**src/rtl/calc_pkg.sv**
```systemverilog
// calc_pkg: shared encodings for the calculator command sequencer.
// Status codes, key/command codes and the sequencer state type.
package calc_pkg;

  localparam logic [1:0] CALC_ERR   = 2'b00;
  localparam logic [1:0] CALC_BUSY  = 2'b01;
  localparam logic [1:0] CALC_READY = 2'b10;

  localparam logic [3:0] CMD_ADD  = 4'hA;
  localparam logic [3:0] CMD_SUB  = 4'hB;
  localparam logic [3:0] CMD_MUL  = 4'hC;
  localparam logic [3:0] CMD_EQ   = 4'hE;
  localparam logic [3:0] CMD_BKSP = 4'hF;

  typedef enum logic [2:0] {
    IDLE,
    ISSUE,
    SETTLE_W,
    WAIT_DONE,
    RECOVER,
    ERROR
  } seq_state_t;

endpackage

```
**src/rtl/calc_cmd_fifo.sv**
```systemverilog
// calc_cmd_fifo: DEPTH-entry key FIFO, 4-bit data, no bypass.
// Ports: clock, reset_n, push/wdata, pop/rdata, flush, full, empty, level.
module calc_cmd_fifo #(
  parameter int DEPTH = 8
) (
  input  logic                     clock,
  input  logic                     reset_n,
  input  logic                     push,
  input  logic [3:0]               wdata,
  input  logic                     pop,
  input  logic                     flush,
  output logic [3:0]               rdata,
  output logic                     full,
  output logic                     empty,
  output logic [$clog2(DEPTH):0]   level
);

  localparam int AW = $clog2(DEPTH);
  localparam int LW = AW + 1;

  logic [3:0]    mem [DEPTH];
  logic [AW-1:0] wptr;
  logic [AW-1:0] rptr;
  logic          do_push;
  logic          do_pop;

  assign full  = level == LW'(DEPTH);
  assign empty = level == '0;
  assign rdata = mem[rptr];

  // flush drops both a concurrent push and a concurrent pop
  assign do_push = push && !full && !flush;
  assign do_pop  = pop && !empty && !flush;

  always_ff @(posedge clock) begin
    if (do_push) mem[wptr] <= wdata;
  end

  always_ff @(posedge clock or negedge reset_n) begin
    if (!reset_n) begin
      wptr  <= '0;
      rptr  <= '0;
      level <= '0;
    end else if (flush) begin
      wptr  <= '0;
      rptr  <= '0;
      level <= '0;
    end else begin
      if (do_push) wptr <= wptr + 1'b1;
      if (do_pop)  rptr <= rptr + 1'b1;
      if (do_push && !do_pop)
        level <= level + 1'b1;
      else if (!do_push && do_pop)
        level <= level - 1'b1;
    end
  end

endmodule

```
**src/rtl/calc_sequencer.sv**
```systemverilog
// calc_sequencer: queues keypad codes and issues them to the calculator
// datapath one at a time, tracking '=' completion and recovering on errors.
// Ports: clock/reset_n; key_valid/key_code/key_ready in; calc_cmd,
// calc_cmd_valid, calc_rst out; calc_status in; err_clr in; busy, err,
// key_drop, level out.
// Build option: CALC_SEQ_AUTO_RECOVER_EN returns to IDLE after a recovery
// instead of parking in ERROR until err_clr.
module calc_sequencer
  import calc_pkg::*;
#(
  parameter int DEPTH   = 8,
  parameter int SETTLE  = 2,
  parameter int TIMEOUT = 1024
) (
  input  logic                   clock,
  input  logic                   reset_n,
  input  logic                   key_valid,
  input  logic [3:0]             key_code,
  output logic                   key_ready,
  output logic [3:0]             calc_cmd,
  output logic                   calc_cmd_valid,
  input  logic [1:0]             calc_status,
  output logic                   calc_rst,
  input  logic                   err_clr,
  output logic                   busy,
  output logic                   err,
  output logic                   key_drop,
  output logic [$clog2(DEPTH):0] level
);

  localparam int SW = (SETTLE > 1) ? $clog2(SETTLE) : 1;
  localparam int WW = $clog2(TIMEOUT);
  localparam logic [SW-1:0] SET_MAX = SW'(SETTLE - 1);
  localparam logic [WW-1:0] WD_MAX  = WW'(TIMEOUT - 1);

  seq_state_t    state;
  logic [SW-1:0] set_cnt;
  logic [WW-1:0] wd;
  logic [3:0]    head;
  logic          full;
  logic          empty;
  logic          pop;
  logic          flush;
  logic          to_rec;

  assign key_ready = !full;
  assign pop       = state == ISSUE;
  assign flush     = state == RECOVER;

  calc_cmd_fifo #(
    .DEPTH(DEPTH)
  ) u_fifo (
    .clock   (clock),
    .reset_n (reset_n),
    .push    (key_valid),
    .wdata   (key_code),
    .pop     (pop),
    .flush   (flush),
    .rdata   (head),
    .full    (full),
    .empty   (empty),
    .level   (level)
  );

  // a ready status in WAIT_DONE beats both error and watchdog expiry
  always_comb begin
    to_rec = 1'b0;
    unique case (state)
      IDLE, SETTLE_W:
        to_rec = calc_status == CALC_ERR;
      WAIT_DONE:
        to_rec = calc_status != CALC_READY &&
                 (calc_status == CALC_ERR || wd == WD_MAX);
      default:
        to_rec = 1'b0;
    endcase
  end

  always_ff @(posedge clock or negedge reset_n) begin
    if (!reset_n) begin
      state          <= IDLE;
      calc_cmd       <= '0;
      calc_cmd_valid <= 1'b0;
      calc_rst       <= 1'b0;
      busy           <= 1'b0;
      err            <= 1'b0;
      set_cnt        <= '0;
      wd             <= '0;
    end else begin
      calc_cmd_valid <= 1'b0;
      calc_rst       <= 1'b0;
      // a later set of err in this block overrides the clear
      if (err_clr) err <= 1'b0;
      if (to_rec) begin
        state    <= RECOVER;
        calc_rst <= 1'b1;
        err      <= 1'b1;
        busy     <= 1'b1;
      end else begin
        unique case (state)
          IDLE: begin
            if (!empty && calc_status == CALC_READY) begin
              state          <= ISSUE;
              calc_cmd       <= head;
              calc_cmd_valid <= 1'b1;
              busy           <= 1'b1;
            end
          end
          ISSUE: begin
            if (calc_cmd == CMD_EQ) begin
              state <= WAIT_DONE;
              wd    <= '0;
            end else begin
              state   <= SETTLE_W;
              set_cnt <= '0;
            end
          end
          SETTLE_W: begin
            if (set_cnt == SET_MAX) begin
              state <= IDLE;
              busy  <= 1'b0;
            end else begin
              set_cnt <= set_cnt + 1'b1;
            end
          end
          WAIT_DONE: begin
            if (calc_status == CALC_READY) begin
              state <= IDLE;
              busy  <= 1'b0;
            end else begin
              wd <= wd + 1'b1;
            end
          end
          RECOVER: begin
`ifdef CALC_SEQ_AUTO_RECOVER_EN
            state <= IDLE;
            busy  <= 1'b0;
`else
            state <= ERROR;
`endif
          end
          ERROR: begin
            if (err_clr) begin
              state <= IDLE;
              busy  <= 1'b0;
            end
          end
          default: begin
            state <= IDLE;
            busy  <= 1'b0;
          end
        endcase
      end
    end
  end

  always_ff @(posedge clock or negedge reset_n) begin
    if (!reset_n)
      key_drop <= 1'b0;
    else if (key_valid && !key_ready)
      key_drop <= 1'b1;
    else if (err_clr)
      key_drop <= 1'b0;
  end

endmodule

```
**config.mk**
```make
export PLATFORM = sky130hd
export DESIGN_NAME = calc_sequencer
export DESIGN_NICKNAME = d
export VERILOG_FILES = /design/src/rtl/calc_pkg.sv /design/src/rtl/calc_cmd_fifo.sv /design/src/rtl/calc_sequencer.sv
export SDC_FILE = /design/constraint.sdc
export NUM_CORES = 1
export LEC_CHECK = 0
export ABC_AREA = 0
export BUFFER_PORTS_ARGS = -buffer_cell sky130_fd_sc_hd__buf_2
export CAP_MARGIN = 30
export CORE_MARGIN = 3
export CORE_UTILIZATION = 25
export DETAILED_ROUTE_END_ITERATION = 10
export PLACE_DENSITY_LB_ADDON = 0.3
export SYNTH_ARGS = -nofsm -noshare
export SYNTH_HDL_FRONTEND = slang
export SYNTH_HIERARCHICAL = 1
export SYNTH_SLANG_ARGS = --single-unit
```
**constraint.sdc**
```tcl
create_clock -name clock -period 2.3 [get_ports clock]
set_input_delay 0.46 -clock clock [delete_from_list [all_inputs] [get_ports clock]]
set_output_delay 0.46 -clock clock [all_outputs]
set_load 0.02 [all_outputs]
```
; Word level (Yosys, flattened, before mapping)
; Memory sizes are Yosys's and may differ from the RTL's. A register that Yosys moved wholly into a read port is not among the register bits.
; Cells that the tools add are included.
[classes]
n_bitwise = 1
reduce_logical = 33
n_eq_ne = 18
muxes = 35
add_sub_neg = 6
[op_table]
columns = op, n
row1 = two-way mux 3 bit, 9
row2 = two-way mux 10 bit, 2
row3 = case mux 10 bit (2 select lines), 1
row4 = case mux 3 bit (6 select lines), 1
row5 = two-way mux 1 bit, 16
row6 = two-way mux 4 bit, 3
row7 = "inequality test 3 bit, second input constant", 4
row8 = nonzero test 2 bit, 6
row9 = "adder 10 x 1 -> 10 bit, second input constant", 1
row10 = "equality test 10 bit, second input constant", 1
row11 = logical AND 1 bit, 9
row12 = "equality test 4 bit, second input constant", 2
row13 = "inequality test 2 bit, second input constant", 4
row14 = AND reduction 4 bit, 2
row15 = "adder 3 x 1 -> 3 bit, second input constant", 2
row16 = "equality test 3 x 2 -> 1 bit, second input constant", 2
row17 = "equality test 3 bit, second input constant", 2
row18 = logical NOT 1 bit, 6
row19 = AND reduction 3 bit, 2
row20 = case mux 1 bit (5 select lines), 1
row21 = AND reduction 5 bit, 1
row22 = "adder 4 x 1 -> 4 bit, second input constant", 1
row23 = logical NOT 4 bit, 1
row24 = case mux 1 bit (2 select lines), 2
row25 = other kinds (11), 12
[totals]
wordCells = 105
ram_bits = 32
ff_bits = 29
mem_count = 1
out_inout_bits = 14
inputBits = 10
[mem_list]
columns = memory, depth, word_bits, rd, rd_clocked_by_memory_dff, write_ports, line
row1 = u_fifo.mem, 8, 4, 1, 1, 1, calc_cmd_fifo.sv:21  ; logic [3:0] mem [DEPTH];

; Depth between registers and ports, before layout
[logic_depth]
depth_word = 9
ltp_mapped = 11
mapped_depth_nobuf = 10

; Cells and area by module
; The synthesis kept the hierarchy.
[modules_own_cells]
columns = mod, n_inst, area_per_inst_um2, cells_per_inst
row1 = calc_cmd_fifo, 1, 1960.6, 129
row2 = calc_sequencer, 1, 1244.9, 129

; Least setup slack after synthesis
; Ideal clock, no wire load.
[synth_path]
path_type = register to register
from = register state[1]
to = register u_fifo.level[3]
setup_time_ns = 0.133
synth_period_minus_slack_ns = 2.500
t_arrival_ns = 2.367
path_buffers = 1
path_stages_with_launch = 10
path_slack_ns = -0.200
cell_sequence = dfrtp_1 clkbuf_1 nor3b_1 o41ai_2 nand2_4 ha_1 a21o_1 a21o_1 a311oi_1 o31ai_1
[synth_between]
elab_chain_len = 7
[synth_lines]
columns = item, line
row1 = "start, declared", calc_sequencer.sv:36  ; seq_state_t state;
row2 = "start signal, assigned", calc_sequencer.sv:81  ; state <= IDLE;
row3 = "start signal, assigned", calc_sequencer.sv:95  ; state <= RECOVER;
row4 = "start signal, assigned", calc_sequencer.sv:103  ; state <= ISSUE;
row5 = equality test 3 x 1 -> 1 bit *, calc_sequencer.sv:47  ; assign pop = state == ISSUE;
row6 = net pop, calc_sequencer.sv:42  ; logic pop;
row7 = logical AND 1 bit * (2 in a row), calc_cmd_fifo.sv:33  ; assign do_pop = pop && !empty && !flush;
row8 = logical NOT 1 bit, calc_cmd_fifo.sv:51  ; if (do_push && !do_pop)
row9 = logical AND 1 bit, calc_cmd_fifo.sv:51
row10 = two-way mux 4 bit, calc_cmd_fifo.sv:51
row11 = two-way mux 4 bit, calc_cmd_fifo.sv:44  ; end else if (flush) begin
row12 = "end signal, assigned", calc_cmd_fifo.sv:52  ; level <= level + 1'b1;
row13 = "end signal, assigned", calc_cmd_fifo.sv:54  ; level <= level - 1'b1;
row14 = "end, declared", calc_cmd_fifo.sv:15  ; output logic [$clog2(DEPTH):0] level
; The timed path passes the listed nets; every way through them passes the cells marked *.
; A chain may end at the register's enable or synchronous reset.

; Final worst setup path
[layout_path]
from = register u_fifo.level[2]
to = register u_fifo.level[3]
[layout_lines]
columns = item, line
row1 = equality test 4 bit *, calc_cmd_fifo.sv:27  ; assign full = level == LW'(DEPTH);
row2 = net full, calc_sequencer.sv:40  ; logic full;
row3 = logical NOT 1 bit *, calc_cmd_fifo.sv:32  ; assign do_push = push && !full && !flush;
row4 = logical AND 1 bit * (2 in a row), calc_cmd_fifo.sv:32
row5 = logical AND 1 bit or logical NOT 1 bit (tied branches), "calc_cmd_fifo.sv:51, calc_cmd_fifo.sv:53"
row6 = two-way mux 4 bit or logical AND 1 bit (tied branches), "calc_cmd_fifo.sv:51, calc_cmd_fifo.sv:53"
row7 = two-way mux 4 bit or nonzero test 3 bit (tied branches), n/a
; The timed path passes the listed nets; every way through them passes the cells marked *. The select of a mux whose other input is x is not followed.

==> impl_metrics.json <==
{
  "status": "finished clean",
  "power.leakage_nw": 1.56,
  "critPathRequiredTime_ns": 2.51,
  "final_cell_mix": "edfxtp_1, dfrtp_1, buf_2",
  "ys.flop_type": "dfrtp_1",
  "ant_nets": 0,
  "p_clk_frac": 0.304,
  "skew_ns": 0.00485,
  "ys_types": 59,
  "io_pins": 24,
  "rsz0062_at_grt": "true",
  "syn_avg_cell_area_sq_um": 12.4,
  "placed_cell_area_sq_um": 3650,
  "grt_pass1_vias": 2216,
  "die_area_sq_um": 14200,
  "path_max_fanout": 5,
  "drive_above_1_share": 0.322,
  "seqPwrFrac": 0.318,
  "cts_buffer_depth": 2,
  "vdd_drop_max_uv": 634,
  "synth_edf_count": 32,
  "fin_crit_sh": 0.972,
  "vias_per_cell": 4.56,
  "max_slew_margin": 0.477,
  "vias": 2166,
  "grt_max_degree": 34,
  "fmax_mhz": 447,
  "clock_sinks": 65,
  "min_path_type": "primary input to asynchronous set/reset pin",
  "wl_per_cell_um": 14.2,
  "cts_tree": "done",
  "p_per_area_nw_per_um2": 1340,
  "drv_cap": 0,
  "arrival_ns": 2.44,
  "final_common_cell": "edfxtp_1",
  "seq_area_sq_um": 1790,
  "coreArea_sq_um": 12300,
  "firstDrtPassIters": 4,
  "power_frac_comb": 0.378,
  "end_kind": "register",
  "antennaDiodeCount": 0,
  "clkTransAtPathRegs_ns": 0.06,
  "synth.cell_area_sq_um": 3210,
  "first_iter_violations": 142,
  "fill_cells": 1223,
  "final_core_util": 0.330,
  "hpwl_um": 4790,
  "setup_violations": 0,
  "nets": 318,
  "area_growth_syn_to_layout_pct": 26.3,
  "multi_input_area_sq_um": 1380,
  "gp_congestion": 0.815,
  "grt_pass1_wl_um": 11400,
  "grt_antenna_before_repair": 0,
  "crit_type": "register to register",
  "chipHeight_um": 119,
  "overflow": 0,
  "cts_hold_buffers": 0,
  "synth-seq-cells": 65,
  "clkLatencyLatePin_ns": 0.33,
  "postLayoutCellArea_sq_um": 4050,
  "worst_slew_pin_slew_ns": 0.784,
  "p_switching_w": 0.00180,
  "intPower_w": 0.00363,
  "synth_fp_nets": 274,
  "routed_wl_um": 6760,
  "ys_warn_count": 6,
  "rrSetupSlack_ns": 0.06,
  "start_util": 0.261,
  "final_hold_viol_count": 0,
  "dieWidth_um": 119,
  "timing.final.crit_period_ns": 2.24,
  "syn_inst": 258,
  "numCtsBuffers": 9,
  "cts_root_buf": "clkbuf_16",
  "p_sw_frac": 0.331,
  "num_rows": 40,
  "htree_levels": 3,
  "async_flop_share": 0.508,
  "yosysSeqAreaShare": 0.557,
  "drv_slew": 0,
  "drc": 0,
  "port_buffers": 23,
  "worst_setup_path_start_kind": "register",
  "track_usage": 0.103
}
[logic make-up (layout without fill, tap and decap cells)]
family	count (synthesis)	count (layout)	synth area share
AOI/OAI and AO/OA	49	49	0.115
and+or+nand+nor	95	95	0.166
xor gates and xnor gates	6	6	0.0164
DFF	65	65	0.557
adders and majority gates	6	6	0.0258
buffers and inverters	20	69	0.0312
muxes	17	17	0.0878
[layout make-up]
cell class,count,area share
multi-input combinational,173,0.341
sequential,65,0.443
tap,168,0.0519
timing repair buffer,43,0.0655
inverter,10,0.0105
clock buffer,10,0.0566
clock inverter,6,0.0321
[critical path, stage by stage, from the launching register on]
cell	delay, ns
dfrtp_2	0.43
or4b_4	0.55
clkinv_4	0.08
nor2_4	0.04
nand2_4	0.07
ha_4	0.20
a21o_4	0.22
a21o_1	0.19
a311oi_2	0.24
o31ai_1	0.10
[state kept, by name, summed over array words and instances (netlist names)]
signal,count
u_fifo/rptr,3
calc_rst,1
busy,1
u_fifo/wptr,3
set_cnt,1
key_drop,1
state,3
wd,10
err,1
u_fifo/mem,32
calc_cmd,4
u_fifo/level,4
calc_cmd_valid,1
[cells in the mapped netlist (all sizes together) (4+ instances only)]
library cell	instances	area [sq um]
ha	5	62.6
nand2	21	86.3
o211ai	4	43.8
nor2	17	66.3
dfrtp	33	826
mux4	8	180
nor3	9	50.1
or3	7	43.8
o31ai	5	37.5
buf	7	46.3
mux2	9	101
edfxtp	32	961
a21oi	11	55.1
nor2b	4	25.0
nand2b	11	76.3
o21ai	11	55.1
nand3	8	40.0
inv	9	33.8
[power groups by stage]
| stage | Combinational (W) | Sequential, W | Clock [W] |
|---|---|---|---|
| floorplan | 0.00133 | 0.00183 | 0 |
| global placement | 0.00196 | 0.00174 | 0 |
| detailed placement | 0.00197 | 0.00175 | 0 |
| CTS | 0.00198 | 0.00173 | 0.00168 |
| global route | 0.00228 | 0.00177 | 0.00173 |
| finish | 0.00205 | 0.00173 | 0.00165 |
[layer usage]
metal | vias up | global-route usage | part of all wire
li1 | 1063 | - | -
met3 | 11 | 0.0252 | 0.031
met5 | - | 0 | 0
met2 | 30 | 0.157 | 0.47
met4 | 0 | 0.0550 | 0.025
met1 | 1062 | 0.133 | 0.47
[repair_timing]
action / in CTS / in global routing
gates resized for setup: 0 / 3
setup endpoints to repair: 0 / 1
setup buffers: 0 / 2
[path summary, 6_finish.rpt]
check                                 from              end  cells past startpoint
max                        u_fifo/level[2]  u_fifo/level[3]                      9
min                                reset_n      calc_cmd[0]                      1
max reg2reg                u_fifo/level[2]  u_fifo/level[3]                      9
min reg2reg                       key_drop         key_drop                      2
max in group asynchronous          reset_n  u_fifo/level[1]                      1
min in group clock                 err_clr              err                      2
[stage by stage]
stage / TNS [ns] / total power (W) / hold WS [ns] / cells / setup slack, ns
2_1_floorplan: -0.00330 / 0.00316 / 0.164 / 258 / -0.00330
3_3_place_gp: 0 / 0.00369 / 0.510 / 457 / 0.117
3_5_place_dp: 0 / 0.00372 / 0.513 / 457 / 0.0684
4_1_cts: 0 / 0.00539 / 0.229 / 473 / 0.0668
5_1_grt: -0.0466 / 0.00578 / 0.264 / 475 / -0.0466
6_report: 0 / 0.00543 / 0.208 / 475 / 0.0649
(Power assumes the default switching activity.)
